==> src/rtl/simple_bus_if.sv <==
// Signal bundle for the simple_bus link: processor request port, memory access port
// and the resolved shared-bus observation lines.
interface simple_bus_if;
   logic        req_access;
   logic        req_read;
   logic [15:0] req_addr;
   logic [7:0]  req_wdata;
   logic        req_wdata_rdy;
   logic [7:0]  rsp_rdata;
   logic        rsp_done;
   logic        busy;

   logic [15:0] mem_addr;
   logic [7:0]  mem_rdata;
   logic        mem_rdata_avail;
   logic [7:0]  mem_wdata;
   logic        mem_we;

   logic        bus_start;
   logic        bus_read;
   logic        bus_data_valid;
   logic [7:0]  bus_address;
   logic [7:0]  bus_data;

   // Environment side: drives requests and memory responses.
   modport master (
      output req_access, req_read, req_addr, req_wdata, req_wdata_rdy,
      output mem_rdata, mem_rdata_avail,
      input  rsp_rdata, rsp_done, busy,
      input  mem_addr, mem_wdata, mem_we,
      input  bus_start, bus_read, bus_data_valid, bus_address, bus_data
   );

   // Link side: the simple_bus block itself.
   modport slave (
      input  req_access, req_read, req_addr, req_wdata, req_wdata_rdy,
      input  mem_rdata, mem_rdata_avail,
      output rsp_rdata, rsp_done, busy,
      output mem_addr, mem_wdata, mem_we,
      output bus_start, bus_read, bus_data_valid, bus_address, bus_data
   );
endinterface

==> src/rtl/simple_bus.sv <==
// Leader/follower link moving a 16-bit address in two 8-bit beats and one data byte
// over a shared bus; each FSM drives its share of the bus, resolved by OR (0 = undriven).
module simple_bus (
   input  logic         clock,
   input  logic         resetN,
   simple_bus_if.slave  bus
);

   typedef enum logic [1:0] {MA, MB, MC, MD} lead_state_e;
   typedef enum logic [1:0] {SA, SB, SC, SD} foll_state_e;

   lead_state_e lead_q, lead_d;
   foll_state_e foll_q, foll_d;
   logic [7:0]  lo_addr_q, lo_addr_d;
   logic        read_q, read_d;
   logic [7:0]  rdata_q, rdata_d;
   logic        done_q, done_d;
   logic [15:0] mem_addr_q, mem_addr_d;

   logic        l_start, l_read, l_valid;
   logic [7:0]  l_address, l_data;
   logic        f_valid;
   logic [7:0]  f_data;
   logic        bus_start, bus_read, bus_valid;
   logic [7:0]  bus_address, bus_data;
   logic        mem_we;

   // Leader bus drivers; acceptance is gated by resetN so the bus stays quiet in reset.
   // NOTE: every signal written in always_comb gets a default first, otherwise a latch is inferred.
   always_comb begin
      l_start   = 1'b0;
      l_read    = 1'b0;
      l_valid   = 1'b0;
      l_address = 8'h00;
      l_data    = 8'h00;
      case (lead_q)
         MA: if (bus.req_access && resetN) begin
            l_start   = 1'b1;
            l_address = bus.req_addr[15:8];
         end
         MB: begin
            l_address = lo_addr_q;
            l_read    = read_q;
         end
         MD: if (bus.req_wdata_rdy) begin
            l_valid = 1'b1;
            l_data  = bus.req_wdata;
         end
         default: ;
      endcase
   end

   always_comb begin
      f_valid = (foll_q == SC) && bus.mem_rdata_avail;
      f_data  = f_valid ? bus.mem_rdata : 8'h00;
   end

   // Data drivers are exclusive by state (MD vs SC), so OR-resolution never merges two owners.
   assign bus_start   = l_start;
   assign bus_read    = l_read;
   assign bus_address = l_address;
   assign bus_valid   = l_valid | f_valid;
   assign bus_data    = l_data | f_data;

   always_comb begin
      lead_d    = lead_q;
      lo_addr_d = lo_addr_q;
      read_d    = read_q;
      rdata_d   = rdata_q;
      done_d    = 1'b0;
      case (lead_q)
         MA: if (l_start) begin
            lo_addr_d = bus.req_addr[7:0];
            read_d    = bus.req_read;
            lead_d    = MB;
         end
         MB: lead_d = read_q ? MC : MD;
         MC: if (bus_valid) begin
            rdata_d = bus_data;
            done_d  = 1'b1;
            lead_d  = MA;
         end
         MD: if (l_valid) begin
            done_d = 1'b1;
            lead_d = MA;
         end
         default: lead_d = MA;
      endcase
   end

   always_comb begin
      foll_d     = foll_q;
      mem_addr_d = mem_addr_q;
      mem_we     = 1'b0;
      case (foll_q)
         SA: if (bus_start) begin
            mem_addr_d[15:8] = bus_address;
            foll_d           = SB;
         end
         SB: begin
            mem_addr_d[7:0] = bus_address;
            foll_d          = bus_read ? SC : SD;
         end
         SC: if (f_valid) foll_d = SA;
         SD: if (bus_valid) begin
            mem_we = 1'b1;
            foll_d = SA;
         end
         default: foll_d = SA;
      endcase
   end

   // NOTE: sequential state uses non-blocking assignments so all flops update together.
   always_ff @(posedge clock or negedge resetN) begin
      if (!resetN) begin
         lead_q     <= MA;
         foll_q     <= SA;
         lo_addr_q  <= 8'h00;
         read_q     <= 1'b0;
         rdata_q    <= 8'h00;
         done_q     <= 1'b0;
         mem_addr_q <= 16'h0000;
      end else begin
         lead_q     <= lead_d;
         foll_q     <= foll_d;
         lo_addr_q  <= lo_addr_d;
         read_q     <= read_d;
         rdata_q    <= rdata_d;
         done_q     <= done_d;
         mem_addr_q <= mem_addr_d;
      end
   end

   assign bus.rsp_rdata      = rdata_q;
   assign bus.rsp_done       = done_q;
   assign bus.busy           = (lead_q != MA);
   assign bus.mem_addr       = mem_addr_q;
   assign bus.mem_wdata      = bus_data;
   assign bus.mem_we         = mem_we;
   assign bus.bus_start      = bus_start;
   assign bus.bus_read       = bus_read;
   assign bus.bus_data_valid = bus_valid;
   assign bus.bus_address    = bus_address;
   assign bus.bus_data       = bus_data;

endmodule

==> src/flat_wrapper.sv <==
// flat-port wrapper written by rule: the top's interface ports become plain ports
module simple_bus_flat 
  (clock, resetN, bus_req_access, bus_req_read, bus_req_addr, bus_req_wdata, bus_req_wdata_rdy, bus_mem_rdata, bus_mem_rdata_avail, bus_rsp_rdata, bus_rsp_done, bus_busy, bus_mem_addr, bus_mem_wdata, bus_mem_we, bus_bus_start, bus_bus_read, bus_bus_data_valid, bus_bus_address, bus_bus_data);
  simple_bus_if bus_i ();
  input  logic clock;
  input  logic resetN;
  input wire logic [$bits(bus_i.req_access)-1:0] bus_req_access;
  input wire logic [$bits(bus_i.req_read)-1:0] bus_req_read;
  input wire logic [$bits(bus_i.req_addr)-1:0] bus_req_addr;
  input wire logic [$bits(bus_i.req_wdata)-1:0] bus_req_wdata;
  input wire logic [$bits(bus_i.req_wdata_rdy)-1:0] bus_req_wdata_rdy;
  input wire logic [$bits(bus_i.mem_rdata)-1:0] bus_mem_rdata;
  input wire logic [$bits(bus_i.mem_rdata_avail)-1:0] bus_mem_rdata_avail;
  output wire logic [$bits(bus_i.rsp_rdata)-1:0] bus_rsp_rdata;
  output wire logic [$bits(bus_i.rsp_done)-1:0] bus_rsp_done;
  output wire logic [$bits(bus_i.busy)-1:0] bus_busy;
  output wire logic [$bits(bus_i.mem_addr)-1:0] bus_mem_addr;
  output wire logic [$bits(bus_i.mem_wdata)-1:0] bus_mem_wdata;
  output wire logic [$bits(bus_i.mem_we)-1:0] bus_mem_we;
  output wire logic [$bits(bus_i.bus_start)-1:0] bus_bus_start;
  output wire logic [$bits(bus_i.bus_read)-1:0] bus_bus_read;
  output wire logic [$bits(bus_i.bus_data_valid)-1:0] bus_bus_data_valid;
  output wire logic [$bits(bus_i.bus_address)-1:0] bus_bus_address;
  output wire logic [$bits(bus_i.bus_data)-1:0] bus_bus_data;
  assign bus_i.req_access = bus_req_access;
  assign bus_i.req_read = bus_req_read;
  assign bus_i.req_addr = bus_req_addr;
  assign bus_i.req_wdata = bus_req_wdata;
  assign bus_i.req_wdata_rdy = bus_req_wdata_rdy;
  assign bus_i.mem_rdata = bus_mem_rdata;
  assign bus_i.mem_rdata_avail = bus_mem_rdata_avail;
  assign bus_rsp_rdata = bus_i.rsp_rdata;
  assign bus_rsp_done = bus_i.rsp_done;
  assign bus_busy = bus_i.busy;
  assign bus_mem_addr = bus_i.mem_addr;
  assign bus_mem_wdata = bus_i.mem_wdata;
  assign bus_mem_we = bus_i.mem_we;
  assign bus_bus_start = bus_i.bus_start;
  assign bus_bus_read = bus_i.bus_read;
  assign bus_bus_data_valid = bus_i.bus_data_valid;
  assign bus_bus_address = bus_i.bus_address;
  assign bus_bus_data = bus_i.bus_data;
  simple_bus u_core (.clock(clock), .resetN(resetN), .bus(bus_i));
endmodule
==> config.mk <==
export PLATFORM = sky130hd
export DESIGN_NAME = simple_bus_flat
export DESIGN_NICKNAME = d
export VERILOG_FILES = /design/src/rtl/simple_bus_if.sv /design/src/rtl/simple_bus.sv /design/src/flat_wrapper.sv
export SDC_FILE = /design/constraint.sdc
export NUM_CORES = 1
export LEC_CHECK = 0
export ABC_AREA = 1
export CORE_ASPECT_RATIO = 0.6
export CORE_UTILIZATION = 43
export DETAILED_ROUTE_END_ITERATION = 6
export PLACE_DENSITY = 0.88
export SLEW_MARGIN = 25
export SYNTH_ARGS = -nofsm -noshare
export SYNTH_HDL_FRONTEND = slang
export SYNTH_SLANG_ARGS = --single-unit
export TNS_END_PERCENT = 20
==> constraint.sdc <==
create_clock -name clock -period 3.6 [get_ports clock]
set_input_delay 0.36 -clock clock [delete_from_list [all_inputs] [get_ports clock]]
set_output_delay 0.36 -clock clock [all_outputs]
set_load 0.05 [all_outputs]
Word level (Yosys, flattened, before mapping) --
Index checks and enable logic that the tools add are counted.
Storage, ports and cells: output and inout bits 54, input bits 38, flip-flop bits (word level) 38
Cells by class: multiplexer cells 22, reductions and logical operators 10, equality and inequality tests 12, bitwise logic cells 2
Operators with widths (count):
- 8-bit 2-to-1 mux | 4
- 2-bit case mux with 4 select lines | 2
- 8-bit case mux with 2 select lines | 1
- 1-bit 2-to-1 mux | 10
- 2-bit == test (second input constant) | 4
- 2-bit 2-to-1 mux | 4
- 2-bit inequality test (second input constant) | 4
- 8-bit bitwise OR | 1
- 2-bit AND reduction | 3
- 3-bit AND reduction | 2
- 2-bit by 1-bit == test with 1-bit output (second input constant) | 2
- 2-bit zero test | 2
- 2-bit by 1-bit inequality test with 1-bit output (second input constant) | 2
- 1-bit logical AND | 2
- 1-bit case mux with 2 select lines | 1
- 2-bit nonzero test | 1
- 1-bit bitwise OR | 1

Logic depth before layout (Yosys ltp) --
depth in word-level cells 5, mapped depth 7, gate-level depth less buffers 7

Least setup slack after synthesis --
Ideal clock, no wire load.
path kind reg2out, from reg u_core.foll_q[1], to out bus_mem_wdata[0], data arrival time 1.463 ns, buffers on the path 2, stages on the path, launching flop included 5, setup slack 1.777 ns, cells stage by stage dfrtp_1 clkbuf_1 nand4_1 nand2_1 buf_4
On the way: word-level cells in the longest chain between the ends 4
RTL lines:
- start, declared | RTL line simple_bus.sv:13 | foll_state_e foll_q, foll_d;
- start signal, assigned | RTL line simple_bus.sv:125 | foll_q <= foll_d;
- 2-bit == test | RTL line simple_bus.sv:54 | f_valid = (foll_q == SC) && bus.mem_rdata_avail;
- 1-bit logical AND | RTL line simple_bus.sv:54
- 8-bit 2-to-1 mux | RTL line simple_bus.sv:55 | f_data = f_valid ? bus.mem_rdata : 8'h00;
- 8-bit bitwise OR | RTL line simple_bus.sv:63 | assign bus_data = l_data | f_data;
- end, declared | RTL line flat_wrapper.sv:18 | output wire logic [$bits(bus_i.mem_wdata)-1:0] bus_mem_wdata;
Every way passes these cells.

Worst setup path in the final report --
from reg u_core.lead_q[1], to out bus_bus_start
On the way: word-level cells in the longest chain between the ends 2
RTL lines:
- start, declared | RTL line simple_bus.sv:12 | lead_state_e lead_q, lead_d;
- start signal, assigned | RTL line simple_bus.sv:124 | lead_q <= lead_d;
- 2-bit zero test | RTL line simple_bus.sv:36 | case (lead_q)
- 1-bit 2-to-1 mux | RTL line simple_bus.sv:36
- end, declared | RTL line flat_wrapper.sv:20 | output wire logic [$bits(bus_i.bus_start)-1:0] bus_bus_start;
Every way passes these cells.

==> results.cfg <==
[critical_path]
critical_path_class = flop to output pin
crit_fanout = 12
cp-end-kind = output pin
required_ps = 3240
arrival_ps = 2460
critPathLaunchType = flop

[detailed_routing]
num_vias = 1847
drc = 0
first_iter_violations = 169
routedWlPerCell_um = 13.89
viasPerCell = 4.773
ant_nets = 0
firstDrtPassIters = 4
totalWireLength_mm = 5.376

[synthesis]
syn_area_per_cell_um2 = 7.753
synth_warnings = 0
synth_compound_area_frac = 0.008103
yosysTopAreaCell = dfrtp_1
synthAdderAreaFrac = 0
synthArstFlopShare = 1.000
synth_top_family_by_area = simple AND/OR/NAND/NOR gates
syn_nets = 277
yosys.area_share.simple = 0.4011
synth_edf_count = 0
ys_ff_latch = 38
synthMostInstantiatedCell = nand2_1
muxShareOfSynthArea = 0
synthTopCellsByCount = nand2_1 (137), dfrtp_1 (38), nand3_1 (11)
synthDistinctLibCells = 20
synthFlopType = dfrtp_1
synthXorXnorAreaFrac = 0
syn_area_um2 = 1853
synthCells = 239
yosysSeqAreaShare = 0.5132
synth_area_leaders = dfrtp_1 (51%), nand2_1 (28%), buf_4 (3.2%)
synth_top_area_frac = 0.5132

[hold_path]
hp-class = input port to async pin

[grt]
grt-ovfl-total = 0
grt_pass1_wl_mm = 8.638
grt_max_degree = 39
grt_use_total = 0.2592
grt_pass1_vias = 1774
antenna_found_initial = 0

[clock_tree]
htree_levels = 2
cts.clk_slew.worst_paths_ps = 80
post-cts-setup-buffer-count = 0
clk_latency_ps = 300
cts_resized = 0
cts_buffers = 5
hold_buffers = 0
clock-root-buffer = clkbuf_8
numClockSinks = 38
clockBufferDepth = 2
cts_tree = built

[sta]
fin_crit_sh = 0.7828
slew_viol_final = 0
setup_viol = 0
fin_ws_ps = 782.0
finalSetupTns_ps = 0
skew_ps = 7.468
worstMarginPinSlew_ps = 535.5
grt_setup_unrepaired = false
hold_violations = 0
timing.slew.headroom = 0.6419
period_needed_ps = 2818
fmax_ghz = 0.3549

[placed_design]
gp_congestion = 0.8531
portBuffers = 91
dp.cells = 379
dp_hpwl_mm = 4.102
pre_cts_slack_ps = 1027

[run_status]
status = completed

[floorplanning]
coreArea_um2 = 4121
die_w_um = 86.75
dieArea_um2 = 4585
rows = 18
start_util = 0.4496
die_h_um = 52.85
ios = 92

[pwr]
pwr-share-seq = 0.459
combPwrFrac = 0.057
ir_drop_mv = 0.2614
power_leakage_nw = 1.464
intPower_mw = 0.7575
clkPwrFrac = 0.483
power.net_switching_mw = 0.1715
power.density_nw_per_um2 = 321.1
p_sw_frac = 0.1846

[finish]
diodes = 0
drive_gt1_frac = 0.07951
layout.cells.non_filler = 387
final_nets = 364
nFillCells = 333
area_delta_synth_final_pct = 56.11

[flow_run]
max_cap_viol_count = 0
[area by class of cell]
cell class | instances | area [um^2] | share of cell area
multi-input combinational | 175 | 758.2 | 0.2621
inverter | 14 | 52.55 | 0.01817
clock inverter | 2 | 60.06 | 0.02076
clock buffer | 6 | 82.58 | 0.02855
sequential | 38 | 950.9 | 0.3287
timing repair buffer | 92 | 913.4 | 0.3157
tap | 60 | 75.07 | 0.02595
[per-layer routing]
metal  vias up  global-route usage  share of wire  wire [um]
met5         -                   0              0          0
met1       868              0.3652           0.47       2534
met3         5             0.05616          0.070        374
li1        905                   -              -          -
met2        69              0.3968           0.45       2410
met4         0             0.09167          0.011         57
[critical path, cell delays in order (launching register included)]
cell	delay, ps
dfrtp_1	480
nor2_2	460
nand2_4	170
inv_2	200
clkdlybuf4s50_1	840
[through the flow]
step	hold slack [ps]	power, mW	util	area [um^2]
6_report	138.8	0.9290	0.7019	2893
5_1_grt	191.6	0.9532	0.7019	2893
4_1_cts	151.0	0.9320	0.7019	2893
3_5_place_dp	466.8	0.4886	0.6673	2750
2_1_floorplan	64.41	0.4387	-	1853
3_3_place_gp	462.9	0.4880	0.6673	2750
[final timing paths]
path,endpoint,start,depth (start not counted),slack [ps]
max,bus_bus_start,u_core.lead_q[1]$_DFFE_PN0P_,4,780
min,u_core.bus.rsp_rdata[0]$_DFFE_PN0P_,resetN,2,140
max reg2reg,u_core.bus.mem_addr[15]$_DFFE_PN0P_,u_core.lead_q[1]$_DFFE_PN0P_,6,1800
min reg2reg,u_core.bus.mem_addr[6]$_DFFE_PN0N_,u_core.bus.mem_addr[6]$_DFFE_PN0N_,2,480
max in group asynchronous,u_core.bus.rsp_rdata[5]$_DFFE_PN0P_,resetN,2,3130
min in group clock,u_core.bus.mem_addr[6]$_DFFE_PN0N_,u_core.bus.mem_addr[6]$_DFFE_PN0N_,2,480
[power groups by stage]
stage               sequential, mW  combinational, mW  clock [mW]
floorplan                    0.435            0.00363           0
global placement             0.435             0.0531           0
detailed placement           0.435             0.0537           0
CTS                          0.427             0.0539       0.452
global route                 0.426             0.0581       0.469
finish                       0.427             0.0533       0.449
[sequential cells by signal, summed over array words and instances, names as in the netlist]
signal,count
u_core.bus.mem_addr,16
u_core.lead_q,2
u_core.lo_addr_q,8
u_core.foll_q,2
u_core.bus.rsp_rdata,8
u_core.read_q,1
u_core.bus.rsp_done,1
[cells in the final DEF (no fill, tap or decap)]
cell,instances
nor2_2,3
buf_2,1
nand4_1,9
nand2_4,1
nand3_2,2
nor2_8,1
nand3_1,11
inv_2,6
clkbuf_8,6
nand2_2,1
nor2_4,2
buf_4,1
nor2_1,5
bufinv_16,2
o21ai_1,2
nand2_1,137
clkdlybuf4s50_1,90
dfrtp_1,38
a21oi_1,1
inv_1,7
clkinv_1,1
[cells by family after synthesis]
family / after synthesis
buffers and inverters: 26
and+or+nand+nor: 172
DFF: 38
AOI/OAI and AO/OA: 3
(Power assumes the default switching activity.)
==> patch 1: new RTL, same settings <==
The 4 states of `lead_state_e` get a Gray code encoding in 2 bits.
--- a/src/rtl/simple_bus.sv
+++ b/src/rtl/simple_bus.sv
@@ -7,5 +7,5 @@
 );
 
-   typedef enum logic [1:0] {MA, MB, MC, MD} lead_state_e;
+   typedef enum logic [1:0] {MA = 2'b00, MB = 2'b01, MC = 2'b11, MD = 2'b10} lead_state_e;
    typedef enum logic [1:0] {SA, SB, SC, SD} foll_state_e;
 
Function: no difference found for any inputs over 10 cycles, from zero or initial values and one cycle with resetN low; not proved beyond that.
==> patch 1 against the unedited design <==
  * Wire length rose by 1.4%
  * Cell area grew 0.99%
  * Setup slack gained 0.039 ns
  * Sequential cell count is the same
  * Global-route usage fell by 1.7 points
  * Area after synthesis rose by 5.5%
  * Via count up 1.6%
  * Critical path type unchanged
  * Critical endpoint is now bus_bus_address[3]
Power is not compared: it rests on default switching activity, and its combinational part moved more than twofold at a synthesized area within 25%.
==> patch 1: results (changes against the unedited design) <==
Final layout
  • Layout cells sized above 1: 0.105 (+0.0253)
  • Fillcell total: 356 (+6.9%)
  • NumNets Final: 371 (+1.9%)

Worst setup path
  • WP data arrival: 2.42 ns (-0.04 ns)
  • CP Max Fanout: 20 (+8)

Placement
  • DP Area: 0.00283 mm^2 (+2.8%)
  • Post-placement worst setup slack: 0.847 ns (-0.180 ns)
  • Cells after DPL: 386 (+1.8%)
  • Gpl congestion: 0.812 (-4.8%)
  • Detailed placement HPWL: 4.14 mm (+0.89%)

Yosys
  • Most frequent cells after synthesis: nand2_1, dfrtp_1, nand2_2, nand3_1, inv_1
  • Top cells by area, synth: dfrtp_1, nand2_1, nand2_2
  • Post-synthesis cell type count: 22 (+10%)
  • Synth Area in Compound Gates: 0.0134 (+0.00533)
  • Register area share after synthesis: 0.486 (-0.0269)

Global route
  • Gr usage total: 0.242 (-0.0171)
  • Vias in the first global route: 1712 (-3.5%)
  • GR Util met3: 0.0483 (-0.00790)
  • Met1 Use GR: 0.345 (-0.0203)
  • Global-route wire length before repair: 8.43 mm (-2.4%)
  • Grt met2 use: 0.372 (-0.0250)

Routing
  • Initial drt markers: 124 (-27%)
  • TritonRoute pass-1 iters: 4 (unchanged)
  • DRT Wirelength: 5.45 mm (+1.4%)
  • DR vias/cell: 4.76 (-0.23%)

STA
  • Final setup skew: 0.00618 ns (-0.00128 ns)

Run status
  • Status: completed

Pwr
  • Net Sw Power: 1.42 mW
patch 1: layout make-up:
class	count	area [um^2]	share of cell area
Clock inverter	2	12.5	0.00428
Tap cell	60	75.1	0.0257
Timing Repair Buffer	92	913	0.313
Clock buffer	6	82.6	0.0283
Sequential cell	38	951	0.325
Inverter	16	62.6	0.0214
Multi-Input combinational cell	180	825	0.282
patch 1: metal layers:
layer	wire, um	vias up	part of all wire
met1	2600	868	0.48
met5	0	-	0
met2	2430	64	0.45
met3	350	7	0.064
li1	-	937	-
met4	72	0	0.013
patch 1: cells by family after synthesis:
family / after synthesis
and+or+nand+nor: 176
AOI/OAI and AO/OA: 4
DFF: 38
buffers and inverters: 30
patch 1: final timing paths:
path                                                     start                                  end  slack [ns]  cells past startpoint
setup / recovery                  u_core.lead_q[0]$_DFFE_PN0P_                   bus_bus_address[3]        0.82                      6
hold / removal                                          resetN  u_core.bus.rsp_rdata[7]$_DFFE_PN0P_        0.13                      2
setup reg to reg                  u_core.lead_q[0]$_DFFE_PN0P_   u_core.bus.mem_addr[9]$_DFFE_PN0P_        1.82                      7
hold reg to reg            u_core.bus.rsp_rdata[7]$_DFFE_PN0P_  u_core.bus.rsp_rdata[7]$_DFFE_PN0P_        0.48                      2
max in group asynchronous                               resetN  u_core.bus.mem_addr[14]$_DFFE_PN0P_        3.15                      2
min in group clock         u_core.bus.rsp_rdata[7]$_DFFE_PN0P_  u_core.bus.rsp_rdata[7]$_DFFE_PN0P_        0.48                      2
patch 1: worst max-delay path, stage by stage, from the launching register on:
cell,delay [ns]
dfrtp_1,0.46
inv_2,0.12
nand2_2,0.10
nor2_4,0.40
nand2_1,0.14
nand2_2,0.11
clkdlybuf4s50_1,0.80
patch 1: power groups by stage:
stage	combinational (mW)	sequential, mW	clock (mW)
2_1_floorplan	0.865	1.02	0
3_3_place_gp	1.62	0.722	0
3_5_place_dp	1.64	0.732	0
4_1_cts	1.65	0.726	0.306
5_1_grt	1.74	0.747	0.327
6_report	1.64	0.728	0.301
==> patch 2: new RTL, same settings <==
Without the edit above. Make the reset (`resetN`) synchronous in one clocked block.
--- a/src/rtl/simple_bus.sv
+++ b/src/rtl/simple_bus.sv
@@ -112,5 +112,5 @@
 
    // NOTE: sequential state uses non-blocking assignments so all flops update together.
-   always_ff @(posedge clock or negedge resetN) begin
+   always_ff @(posedge clock) begin
       if (!resetN) begin
          lead_q     <= MA;
Function: differs if resetN is asserted again (counterexample within 4 cycles, from zero or initial values and one cycle with resetN low); with resetN held inactive, the same outputs for 10 cycles.
==> patch 2 against the unedited design <==
  * Hold slack improved by 0.33 ns
  * Area after synthesis shrank 2.8%
  * Maximum frequency up 2.1%
  * Cell area down 1.6%
  * Wire length shrank 5.0%
  * Clock skew is 0.00097 ns lower
  * Setup slack better by 0.057 ns
  * Sequential cell count unchanged
  * Critical path type is now input pin to output pin
  * Critical endpoint is now bus_bus_data[2]
Power is not compared: it rests on default switching activity, and its combinational part moved more than twofold at a synthesized area within 25%.
==> patch 2: results (changes against the unedited design) <==
Clock tree
  • Root Driver: clkbuf_8
  • Num CTS Buffers: 5 (unchanged)
  • Worst-path clk slew: 0.07 ns
  • Post-CTS setup buffers: 0 (unchanged)

Pwr
  • Cell internal pwr: 0.926 mW
  • Leak Pwr: 1.33 nW
  • Maximum vdd drop: 398 uV

Yosys
  • Post-synthesis cell type count: 22 (+10%)
  • Largest family of logic cells by synthesized area: simple AND/OR/NAND/NOR gates
  • Register area share after synthesis: 0.423 (-0.0907)
  • Most used DFF post-synth: dfxtp_1
  • Syn avg cell area: 7.01 um^2 (-9.6%)
  • Most frequent cells after synthesis: nand2_1, nor2_1, dfxtp_1, o21ai_0, inv_1
  • Top cells by area, synth: dfxtp_1, nand2_1, nor2_1
  • Synthesized Nets: 295 (+6.5%)
  • Post-synth EDFFs: 0 (unchanged)
  • Asr flop ratio synth: 0 (-1.00)
  • Synth Area in Compound Gates: 0.131 (+0.123)

Worst setup path
  • CP Max Fanout: 11 (-1)
  • Reg2reg start: u_core.lead_q[0]$_SDFFE_PN0P_
  • CP Capture Point: bus_bus_data[2]
  • Critical path origin: bus_mem_rdata_avail
  • Crit-path max cell delay: 0.89 ns (+0.05 ns)
  • WP data arrival: 2.40 ns (-0.06 ns)
  • FF-to-FF setup slack: 1.97 ns (+0.17 ns)
  • R2r endpoint: u_core.bus.mem_addr[15]$_SDFFE_PN0P_

STA
  • Final setup skew: 0.00650 ns (-0.000968 ns)
  • Rel. slew slack: 0.639 (-0.00287)
  • FMAX: 0.362 GHz (+2.1%)
  • Min Hold Slack: 0.467 ns (+0.328 ns)

Global route
  • Largest net degree at the start of global routing: 36 (-7.7%)
  • Vias in the first global route: 1870 (+5.4%)
  • Gr usage total: 0.243 (-0.0166)
  • Initial antenna violation count: 0 (unchanged)
  • Global-route wire length before repair: 8.27 mm (-4.3%)

Routing
  • DRT Wirelength: 5.11 mm (-5.0%)
  • Initial drt markers: 72 (-57%)
  • DR vias/cell: 4.94 (+3.5%)
  • WL per Instance: 13.1 um (-5.5%)

Placement
  • Gpl congestion: 0.840 (-1.5%)
  • Cells after DPL: 381 (+0.53%)
  • Post-placement worst setup slack: 0.862 ns (-0.165 ns)
  • Detailed placement HPWL: 3.90 mm (-4.9%)

Floorplan
  • N_taps: 47 (-22%)

Final layout
  • Clock Network Area Fraction: 0.0334 (-0.0159)
  • Seq area share: 0.267 (-0.0616)
  • Fillcell total: 296 (-11%)
  • Bufs w/o clock: 92 (unchanged)
  • Fraction of area in multi-input gates: 0.286 (+0.0235)
  • Logic inverters: 33 (+19)
  • FF+latch count: 38 (unchanged)
  • Final design utilization: 0.744 (+0.0419)
  • Final non-clock buffer share: 0.350 (+0.0340)
  • Comb_multi_in: 171 (-2.3%)
  • Layout cells sized above 1: 0.105 (+0.0258)

Hold path
  • Hold Path End: u_core.lo_addr_q[2]$_SDFFE_PN0P_
  • Worst min-delay path category: flip-flop to flip-flop
  • Hold Startpoint: u_core.lo_addr_q[2]$_SDFFE_PN0P_

Run status
  • Status: completed
==> patch 2: cell types whose count changed after synthesis, sizes merged, moves of 8 or more <==
cell,change
dfrtp,-38
dfxtp,+38
nand4,-8
inv,+20
nand2,-71
o21bai,+8
o21ai,+30
nor2,+34
==> patch 2: power groups by stage <==
stage	clock network, mW	logic (mW)	registers (mW)
2_1_floorplan	0	0.388	0.695
6_report	0.306	0.804	0.553
3_5_place_dp	0	0.805	0.561
4_1_cts	0.313	0.808	0.552
5_1_grt	0.329	0.853	0.564
3_3_place_gp	0	0.797	0.556
==> patch 2: layer usage <==
| metal | part of all wire | vias to the layer above | global-route usage |
|---|---|---|---|
| li1 | - | 960 | - |
| met1 | 0.42 | 869 | 0.257 |
| met2 | 0.47 | 87 | 0.439 |
| met3 | 0.11 | 5 | 0.102 |
| met4 | 0.0090 | 0 | 0.0917 |
| met5 | 0 | - | 0 |
